## config.mk

```make
export PLATFORM = sky130hd
export DESIGN_NAME = load_store_unit
export DESIGN_NICKNAME = d
export VERILOG_FILES = /design/src/rtl/load_store_unit_pkg.sv /design/src/rtl/load_store_unit_load_align.sv /design/src/rtl/load_store_unit.sv
export SDC_FILE = /design/constraint.sdc
export NUM_CORES = 1
export LEC_CHECK = 0
export ABC_AREA = 1
export CORE_AREA = 2 2 114 116
export DETAILED_ROUTE_END_ITERATION = 10
export DIE_AREA = 0 0 116 118
export GPL_TIMING_DRIVEN = 0
export PLACE_DENSITY = 0.79
export SLEW_MARGIN = 25
export SYNTH_ARGS = -nofsm -noshare
export SYNTH_HDL_FRONTEND = slang
export SYNTH_SLANG_ARGS = --single-unit
```

## constraint.sdc

```tcl
create_clock -name i_clk -period 1.9 [get_ports i_clk]
set_input_delay 0.38 -clock i_clk [delete_from_list [all_inputs] [get_ports i_clk]]
set_output_delay 0.38 -clock i_clk [all_outputs]
set_load 0.02 [all_outputs]
```

## src/rtl/load_store_unit_pkg.sv

```systemverilog
// Shared constants for the load/store unit: RV32I load/store funct3 codes,
// strobe width and the funct3 legality rule.
package load_store_unit_pkg;

    localparam int LsuStrbW = 4;

    localparam logic [2:0] LsuB  = 3'b000;
    localparam logic [2:0] LsuH  = 3'b001;
    localparam logic [2:0] LsuW  = 3'b010;
    localparam logic [2:0] LsuBu = 3'b100;
    localparam logic [2:0] LsuHu = 3'b101;

    // Stores have no unsigned variants, so only B/H/W are legal for them.
    function automatic logic lsu_funct3_legal(input logic is_load, input logic [2:0] funct3);
        if (is_load) begin
            return (funct3 == LsuB) || (funct3 == LsuH) || (funct3 == LsuW) ||
                   (funct3 == LsuBu) || (funct3 == LsuHu);
        end
        return (funct3 == LsuB) || (funct3 == LsuH) || (funct3 == LsuW);
    endfunction

endpackage

```

## src/rtl/load_store_unit_load_align.sv

```systemverilog
// Combinational load-data aligner: selects the addressed byte/halfword/word
// from a read word and sign- or zero-extends it for writeback.
module lsu_load_align
    import load_store_unit_pkg::*;
#(
    parameter int XLEN = 32
) (
    input  logic [XLEN-1:0] rdata_i,
    input  logic [1:0]      addr_lo_i,
    input  logic [2:0]      funct3_i,
    output logic [XLEN-1:0] data_o
);

    logic [XLEN-1:0] shifted;

    always_comb begin
        // NOTE: every always_comb output gets a default first so no path can infer a latch.
        data_o  = '0;
        shifted = rdata_i >> {addr_lo_i, 3'b000};
        case (funct3_i)
            LsuB:    data_o = {{(XLEN-8){shifted[7]}}, shifted[7:0]};
            LsuH:    data_o = {{(XLEN-16){shifted[15]}}, shifted[15:0]};
            LsuBu:   data_o = {{(XLEN-8){1'b0}}, shifted[7:0]};
            LsuHu:   data_o = {{(XLEN-16){1'b0}}, shifted[15:0]};
            default: data_o = shifted;
        endcase
    end

endmodule

```

## src/rtl/load_store_unit.sv

```systemverilog
// Memory-stage load/store unit: one outstanding data-memory access, registered
// request and writeback outputs. Define LSU_MISALIGN_TRAP_EN to fault on misaligned accesses.
module load_store_unit
    import load_store_unit_pkg::*;
#(
    parameter int XLEN = 32
) (
    input  logic                i_clk,
    input  logic                i_rst,
    input  logic                i_ex_valid,
    output logic                o_ex_ready,
    input  logic                i_ex_load,
    input  logic [2:0]          i_ex_funct3,
    input  logic [XLEN-1:0]     i_ex_addr,
    input  logic [XLEN-1:0]     i_ex_wdata,
    output logic                o_dm_req_valid,
    input  logic                i_dm_req_ready,
    output logic                o_dm_req_we,
    output logic [XLEN-1:0]     o_dm_req_addr,
    output logic [XLEN-1:0]     o_dm_req_wdata,
    output logic [LsuStrbW-1:0] o_dm_req_strb,
    input  logic                i_dm_rsp_valid,
    input  logic [XLEN-1:0]     i_dm_rsp_rdata,
    output logic                o_done,
    output logic                o_wb_we,
    output logic [XLEN-1:0]     o_wb_data,
    output logic                o_fault
);

    typedef enum logic [1:0] {
        StIdle,
        StReq,
        StRsp,
        StDone
    } state_e;

    state_e                state_q;
    logic                  load_q;
    logic [2:0]            funct3_q;
    logic [1:0]            addr_lo_q;
    logic                  ex_ready_q;
    logic                  req_valid_q;
    logic                  req_we_q;
    logic [XLEN-1:0]       req_addr_q;
    logic [XLEN-1:0]       req_wdata_q;
    logic [LsuStrbW-1:0]   req_strb_q;
    logic                  done_q;
    logic                  wb_we_q;
    logic [XLEN-1:0]       wb_data_q;
    logic                  fault_q;

    logic [1:0]            addr_lo_d;
    logic                  fault_d;
    logic [LsuStrbW-1:0]   req_strb_d;
    logic [XLEN-1:0]       req_wdata_d;
    logic [XLEN-1:0]       align_data;

    // Accept-time decode of the incoming instruction; only used in StIdle.
    always_comb begin
        addr_lo_d   = i_ex_addr[1:0];
        fault_d     = !lsu_funct3_legal(i_ex_load, i_ex_funct3);
        req_strb_d  = '0;
        req_wdata_d = i_ex_wdata;
`ifdef LSU_MISALIGN_TRAP_EN
        if ((i_ex_funct3[1:0] == 2'b01 && i_ex_addr[0]) ||
            (i_ex_funct3[1:0] == 2'b10 && i_ex_addr[1:0] != 2'b00)) begin
            fault_d = 1'b1;
        end
`else
        if (i_ex_funct3[1:0] == 2'b01) begin
            addr_lo_d[0] = 1'b0;
        end else if (i_ex_funct3[1:0] == 2'b10) begin
            addr_lo_d = 2'b00;
        end
`endif
        case (i_ex_funct3[1:0])
            2'b00: begin
                req_strb_d  = 4'b0001 << addr_lo_d;
                req_wdata_d = {4{i_ex_wdata[7:0]}};
            end
            2'b01: begin
                req_strb_d  = 4'b0011 << {addr_lo_d[1], 1'b0};
                req_wdata_d = {2{i_ex_wdata[15:0]}};
            end
            default: begin
                req_strb_d  = 4'b1111;
                req_wdata_d = i_ex_wdata;
            end
        endcase
        if (i_ex_load) begin
            req_strb_d = '0;
        end
    end

    lsu_load_align #(
        .XLEN (XLEN)
    ) u_load_align (
        .rdata_i   (i_dm_rsp_rdata),
        .addr_lo_i (addr_lo_q),
        .funct3_i  (funct3_q),
        .data_o    (align_data)
    );

    // NOTE: sequential state uses non-blocking assignments only, so every register samples pre-edge values.
    always_ff @(posedge i_clk) begin
        if (i_rst) begin
            // NOTE: data registers are reset too, so all outputs read a defined 0 after reset.
            state_q     <= StIdle;
            load_q      <= 1'b0;
            funct3_q    <= 3'b000;
            addr_lo_q   <= 2'b00;
            ex_ready_q  <= 1'b1;
            req_valid_q <= 1'b0;
            req_we_q    <= 1'b0;
            req_addr_q  <= '0;
            req_wdata_q <= '0;
            req_strb_q  <= '0;
            done_q      <= 1'b0;
            wb_we_q     <= 1'b0;
            wb_data_q   <= '0;
            fault_q     <= 1'b0;
        end else begin
            case (state_q)
                StIdle: begin
                    if (i_ex_valid) begin
                        load_q      <= i_ex_load;
                        funct3_q    <= i_ex_funct3;
                        addr_lo_q   <= addr_lo_d;
                        req_we_q    <= !i_ex_load;
                        req_addr_q  <= {i_ex_addr[XLEN-1:2], 2'b00};
                        req_wdata_q <= req_wdata_d;
                        req_strb_q  <= req_strb_d;
                        ex_ready_q  <= 1'b0;
                        if (fault_d) begin
                            done_q  <= 1'b1;
                            fault_q <= 1'b1;
                            state_q <= StDone;
                        end else begin
                            req_valid_q <= 1'b1;
                            state_q     <= StReq;
                        end
                    end
                end
                StReq: begin
                    if (i_dm_req_ready) begin
                        req_valid_q <= 1'b0;
                        if (load_q) begin
                            state_q <= StRsp;
                        end else begin
                            done_q  <= 1'b1;
                            state_q <= StDone;
                        end
                    end
                end
                StRsp: begin
                    if (i_dm_rsp_valid) begin
                        wb_data_q <= align_data;
                        wb_we_q   <= 1'b1;
                        done_q    <= 1'b1;
                        state_q   <= StDone;
                    end
                end
                StDone: begin
                    done_q     <= 1'b0;
                    wb_we_q    <= 1'b0;
                    fault_q    <= 1'b0;
                    ex_ready_q <= 1'b1;
                    state_q    <= StIdle;
                end
                default: state_q <= StIdle;
            endcase
        end
    end

    assign o_ex_ready     = ex_ready_q;
    assign o_dm_req_valid = req_valid_q;
    assign o_dm_req_we    = req_we_q;
    assign o_dm_req_addr  = req_addr_q;
    assign o_dm_req_wdata = req_wdata_q;
    assign o_dm_req_strb  = req_strb_q;
    assign o_done         = done_q;
    assign o_wb_we        = wb_we_q;
    assign o_wb_data      = wb_data_q;
    assign o_fault        = fault_q;

endmodule

```

; After elaboration in Yosys (flattened, before gate mapping)
; Cells that the tools add are included.
[totals]
regBits = 112
inputBits = 105
output_inout_bits = 106
wordCells = 85
[op_classes]
eq_ne = 18
n_shift = 3
mux = 30
reduce_logical = 20
[op_table]
columns = cell, n
row1 = 32-bit case mux with 4 select lines, 1
row2 = 32-bit case mux with 2 select lines, 1
row3 = 32-bit by 5-bit >> shifter with 32-bit output, 1
row4 = 1-bit 2-to-1 mux, 15
row5 = "3-bit == test, second input constant", 4
row6 = "2-bit inequality test, second input constant", 6
row7 = 2-bit 2-to-1 mux, 5
row8 = 1-bit case mux with 2 select lines, 4
row9 = 2-bit case mux with 4 select lines, 1
row10 = 4-bit case mux with 2 select lines, 1
row11 = 2-bit AND reduction, 4
row12 = "2-bit == test, second input constant", 3
row13 = "3-bit by 1-bit == test with 1-bit output, second input constant", 2
row14 = 3-bit logical NOT, 2
row15 = 3-bit AND reduction, 2
row16 = 2-bit nonzero test, 3
row17 = 5-bit AND reduction, 1
row18 = "2-bit by 1-bit == test with 1-bit output, second input constant", 2
row19 = 2-bit logical NOT, 2
row20 = 1-bit logical OR, 4
row21 = 4-bit 2-to-1 mux, 1
row22 = 1-bit case mux with 4 select lines, 1
row23 = 4-bit AND reduction, 1
row24 = "1-bit by 2-bit << shifter with 4-bit output, first input constant", 1
row25 = other kinds (3), 3

; Depth between registers and ports, before layout
[depth]
word_depth = 10
ltp_mapped = 10
mapped_depth_nobuf = 8

; Hierarchy
; A second synthesis with hierarchy kept.
[hier_totals]
cells_unflattened = 751
hier_area_um2 = 5382.7
[modules_own_cells]
columns = mod, n_inst, cells_per_inst, area_per_inst_um2, seq_area_each_um2
row1 = load_store_unit, 1, 593, 4461.8, 2242.2
row2 = lsu_load_align, 1, 158, 920.9, 0.0

; Worst setup path before layout
; No wires, ideal clock.
[synth_timing]
path_kind = register -> register
from = reg state_q[0]
to = reg wb_data_q[0] (netlist: o_wb_data[0])
setup_time_ns = 0.116
arrival_time_ns = 1.352
t_required_ns = 1.784
slack_ns = 0.432
stages_incl_launch_ff = 9
path_buffers = 2
synth_period_minus_slack_ns = 1.468
path_cell_list = dfxtp_1 inv_1 ha_1 nand2_2 inv_1 buf_2 buf_2 o211ai_1 inv_1
[synth_between]
elab_chain_len = 2
[synth_rtl]
columns = element, line_no
row1 = start: declaration, load_store_unit.sv:37  ; state_e state_q;
row2 = start signal: assignment, load_store_unit.sv:108  ; state_q <= StIdle;
row3 = start signal: assignment, load_store_unit.sv:137  ; state_q <= StDone;
row4 = start signal: assignment, load_store_unit.sv:140  ; state_q <= StReq;
row5 = 2-bit == test, load_store_unit.sv:123  ; case (state_q)
row6 = 2-bit AND reduction (no line), -
row7 = end signal: assignment, load_store_unit.sv:157  ; wb_data_q <= align_data;
row8 = end: declaration, load_store_unit.sv:49  ; logic [XLEN-1:0] wb_data_q;
; No other way between the ends.
; A chain may end at the register's enable or synchronous reset.

; Final worst setup path
[layout_timing]
from = reg req_wdata_q[14] (netlist: o_dm_req_wdata[14])
to = out o_dm_req_wdata[14]
[layout_rtl]
columns = element, line_no
row1 = start: declaration, load_store_unit.sv:45  ; logic [XLEN-1:0] req_wdata_q;
row2 = start signal: assignment, load_store_unit.sv:131  ; req_wdata_q <= req_wdata_d;
row3 = end: declaration, load_store_unit.sv:20  ; output logic [XLEN-1:0] o_dm_req_wdata,
; No word-level cell between the ends.

==> impl_metrics.py <==
metrics = {
    "synthesis": {
        "synth.area.top_cells": "dfxtp_1, nand2_1, nor2_1",
        "ys_seq_area_frac": 0.420,
        "synthXorXnorAreaFrac": 0,
        "synth_fa_ha_area_frac": 0.0117,
        "synth_compound_area_frac": 0.146,
        "syn_inst": 799,
        "ys_ff_latch": 112,
        "syn_area_um2": 5340,
        "yosysUniqueCellTypes": 34,
        "synth_mux_area_frac": 0,
        "syn_avg_cell_area_um2": 6.68,
        "yosysTopAreaCell": "dfxtp_1",
        "synth_top_area_share": 0.420,
        "yosys_warnings": 0,
        "synth-simple-area-share": 0.309,
        "synth_top_family_by_area": "simple AND/OR/NAND/NOR gates",
    },
    "setup_path": {
        "start_kind": "flop",
        "crit_arrival_ns": 1.36,
        "cpPeakStageDelay_ns": 0.66,
        "worst-path-buf-inv": 1,
        "path_cells": "clkdlybuf4s50_1",
        "rr_endpoint": "o_wb_data[6]",
        "path_delay_family": "buffers and inverters",
        "reg2regPathDepth": 8,
        "path_class": "flop to output port",
        "cp.required_ns": 1.52,
        "cp_max_fo": 2,
        "reg2reg_from": "state_q[0]",
        "rrSetupSlack_ns": 0.16,
        "crit_slowest_cell": "clkdlybuf4s50_1",
        "end_kind": "output port",
    },
    "power": {
        "power_frac_comb": 0.461,
        "p_switching_mw": 3.92,
        "clkPwrFrac": 0.220,
        "ir_drop_v": 0.000616,
        "seqPwrFrac": 0.319,
        "cell_internal_pwr_mw": 6.12,
        "p_leak_nw": 3.57,
        "power_density_nw_per_um2": 1260,
        "switching_share": 0.390,
    },
    "global_routing": {
        "grt_pass1_wl_um": 27900,
        "first_global_vias": 5581,
        "overflow": 0,
        "grtUsageTotal": 0.261,
        "grt_max_degree": 19,
        "antenna_found_initial": 0,
    },
    "timing": {
        "drv_slew": 0,
        "fmax_mhz": 574,
        "tns_ns": 0,
        "fin_hold_ws_ns": 0.381,
        "slew_headroom": 0.615,
        "layout_min_cycle_time_ns": 1.74,
        "finalSetupViolations": 0,
        "grt_setup_unrepaired": "no",
        "post-route-period-util": 0.916,
        "clock_skew_ns": 0.00694,
        "tightest_slew_ns": 0.578,
        "hold_violations": 0,
    },
    "hold_path": {
        "whs_endpoint": "o_dm_req_wdata[28]",
        "min_from": "i_ex_funct3[1]",
        "min_delay_path_depth": 3,
        "min_path_type": "input port to flop",
    },
    "drt": {
        "dr.first_iter.drc_count": 474,
        "wl_um": 17600,
        "final_antenna_net_count": 0,
        "wl_per_cell_um": 14.7,
        "vias_per_cell": 4.89,
        "vias": 5833,
        "drc_errors": 0,
        "first_pass_iters": 5,
    },
    "die": {
        "die-area_um2": 13700,
        "fp-row-count": 41,
        "die_h_um": 118,
        "dieWidth_um": 116,
        "num_io_pins": 211,
        "core-area_um2": 12400,
        "initial_core_util": 0.430,
    },
    "final_layout": {
        "nets": 1127,
        "design_area_um2": 7960,
        "syn_to_final_growth_pct": 49.2,
        "layout_common_cells": "clkdlybuf4s50_1, nand2_1, nor2_1, dfxtp_1, inv_1",
        "fin_cells": 1194,
        "diodes": 0,
        "final_layout_size_suffix_gt1_frac": 0.0636,
        "final_common_cell": "clkdlybuf4s50_1",
    },
    "clocking": {
        "cts.sinks": 112,
        "cts-buffers-inserted": 9,
        "cts_tree": "built",
        "post_cts_buffers": 0,
        "clockBufferDepth": 2,
        "clock_latency_ns": 0.36,
        "clk_pin_slew_ns": 0.08,
        "cts-root-buf": "clkbuf_16",
        "h-tree-depth": 3,
    },
    "placed_design": {
        "io_buffers": 206,
        "hpwl_um": 13500,
        "dp_cells": 1178,
        "post_dp_cell_area_um2": 7620,
        "gp_congestion": 0.976,
    },
    "flow_run": {
        "maxCapViolations": 0,
    },
    "run_status": {
        "status": "complete, no violations",
    },
}
[registers in the layout, indices dropped and copies added (netlist names)]
name	flops
o_dm_req_valid	1
o_ex_ready	1
state_q	2
o_dm_req_strb	4
o_dm_req_we	1
funct3_q	3
addr_lo_q	2
o_done	1
o_wb_data	32
o_wb_we	1
o_fault	1
load_q	1
o_dm_req_wdata	32
o_dm_req_addr	30
[how the worst max path moves through the flow]
stage | startpoint | to | cells after the start | slack, ns
after CTS | state_q[0] | o_wb_data[6] | 8 | 0.13
after floorplan | state_q[0] | o_wb_data[0] | 8 | 0.43
after detailed placement | i_rst | o_dm_req_wdata[12] | 5 | -0.08
after global placement | i_dm_rsp_valid | o_wb_data[12] | 8 | -0.04
after global routing | state_q[0] | o_wb_data[13] | 9 | 0.01
final | o_dm_req_wdata[14] | o_dm_req_wdata[14] | 1 | 0.16
[what timing repair did]
action | 4_1_cts | 5_1_grt
gates resized for setup | 0 | 1
hold endpoints to repair | 0 | 0
endpoints found under the setup margin | 0 | 2
hold buffers | 0 | 0
[through the flow]
| step | setup WS (ns) | util | power (mW) |
|---|---|---|---|
| 6_report | 0.159 | 0.642 | 10.0 |
| 5_1_grt | 0.0116 | 0.642 | 10.7 |
| 4_1_cts | 0.130 | 0.641 | 10.1 |
| 3_5_place_dp | -0.0790 | 0.614 | 7.84 |
| 3_3_place_gp | -0.0450 | 0.614 | 7.79 |
| 2_1_floorplan | 0.432 | - | 5.97 |
[kinds of logic after synthesis]
logic type | count (synthesis)
fa+ha+maj | 5
other cells | 1
flops | 112
compound gates | 144
simple gates | 400
buf+inv | 137
[synth_stat cells (all sizes together)]
| master | count |
|---|---|
| dfxtp | 112 |
| o22ai | 8 |
| nor3 | 1 |
| o21ai | 69 |
| a22oi | 5 |
| o21bai | 1 |
| nand2 | 178 |
| clkbuf | 18 |
| ha | 5 |
| nand3b | 1 |
| inv | 87 |
| a21oi | 47 |
| buf | 31 |
| nand3 | 60 |
| nor2 | 160 |
| conb | 1 |
| a211oi | 1 |
| clkinv | 1 |
| o211ai | 8 |
| a31oi | 3 |
| a21boi | 1 |
| o21a | 1 |
[layer usage]
metal	share of wire	up-vias	track usage
met4	0.034	0	0.115
met2	0.47	229	0.424
met1	0.41	2605	0.311
li1	-	2960	-
met5	0	-	0
met3	0.093	39	0.0881
[power by group through the flow]
| stage | clock network [mW] | registers [mW] | logic [mW] |
|---|---|---|---|
| 2_1_floorplan | 0 | 3.83 | 2.14 |
| 4_1_cts | 2.24 | 3.20 | 4.62 |
| 5_1_grt | 2.34 | 3.27 | 5.08 |
| 3_5_place_dp | 0 | 3.25 | 4.59 |
| 3_3_place_gp | 0 | 3.23 | 4.55 |
| 6_report | 2.21 | 3.20 | 4.63 |
[layout make-up]
class / instances / area (um^2)
Clock inverter: 7 / 118
Multi-Input combinational cell: 551 / 2500
Sequential cell: 112 / 2240
Timing Repair Buffer: 206 / 2060
Tap cell: 172 / 215
Inverter: 88 / 333
Clock buffer: 9 / 225
Fill cell: 1167 / 4450
Buffer: 49 / 272
No activity file was read; power rests on OpenSTA's default activity.
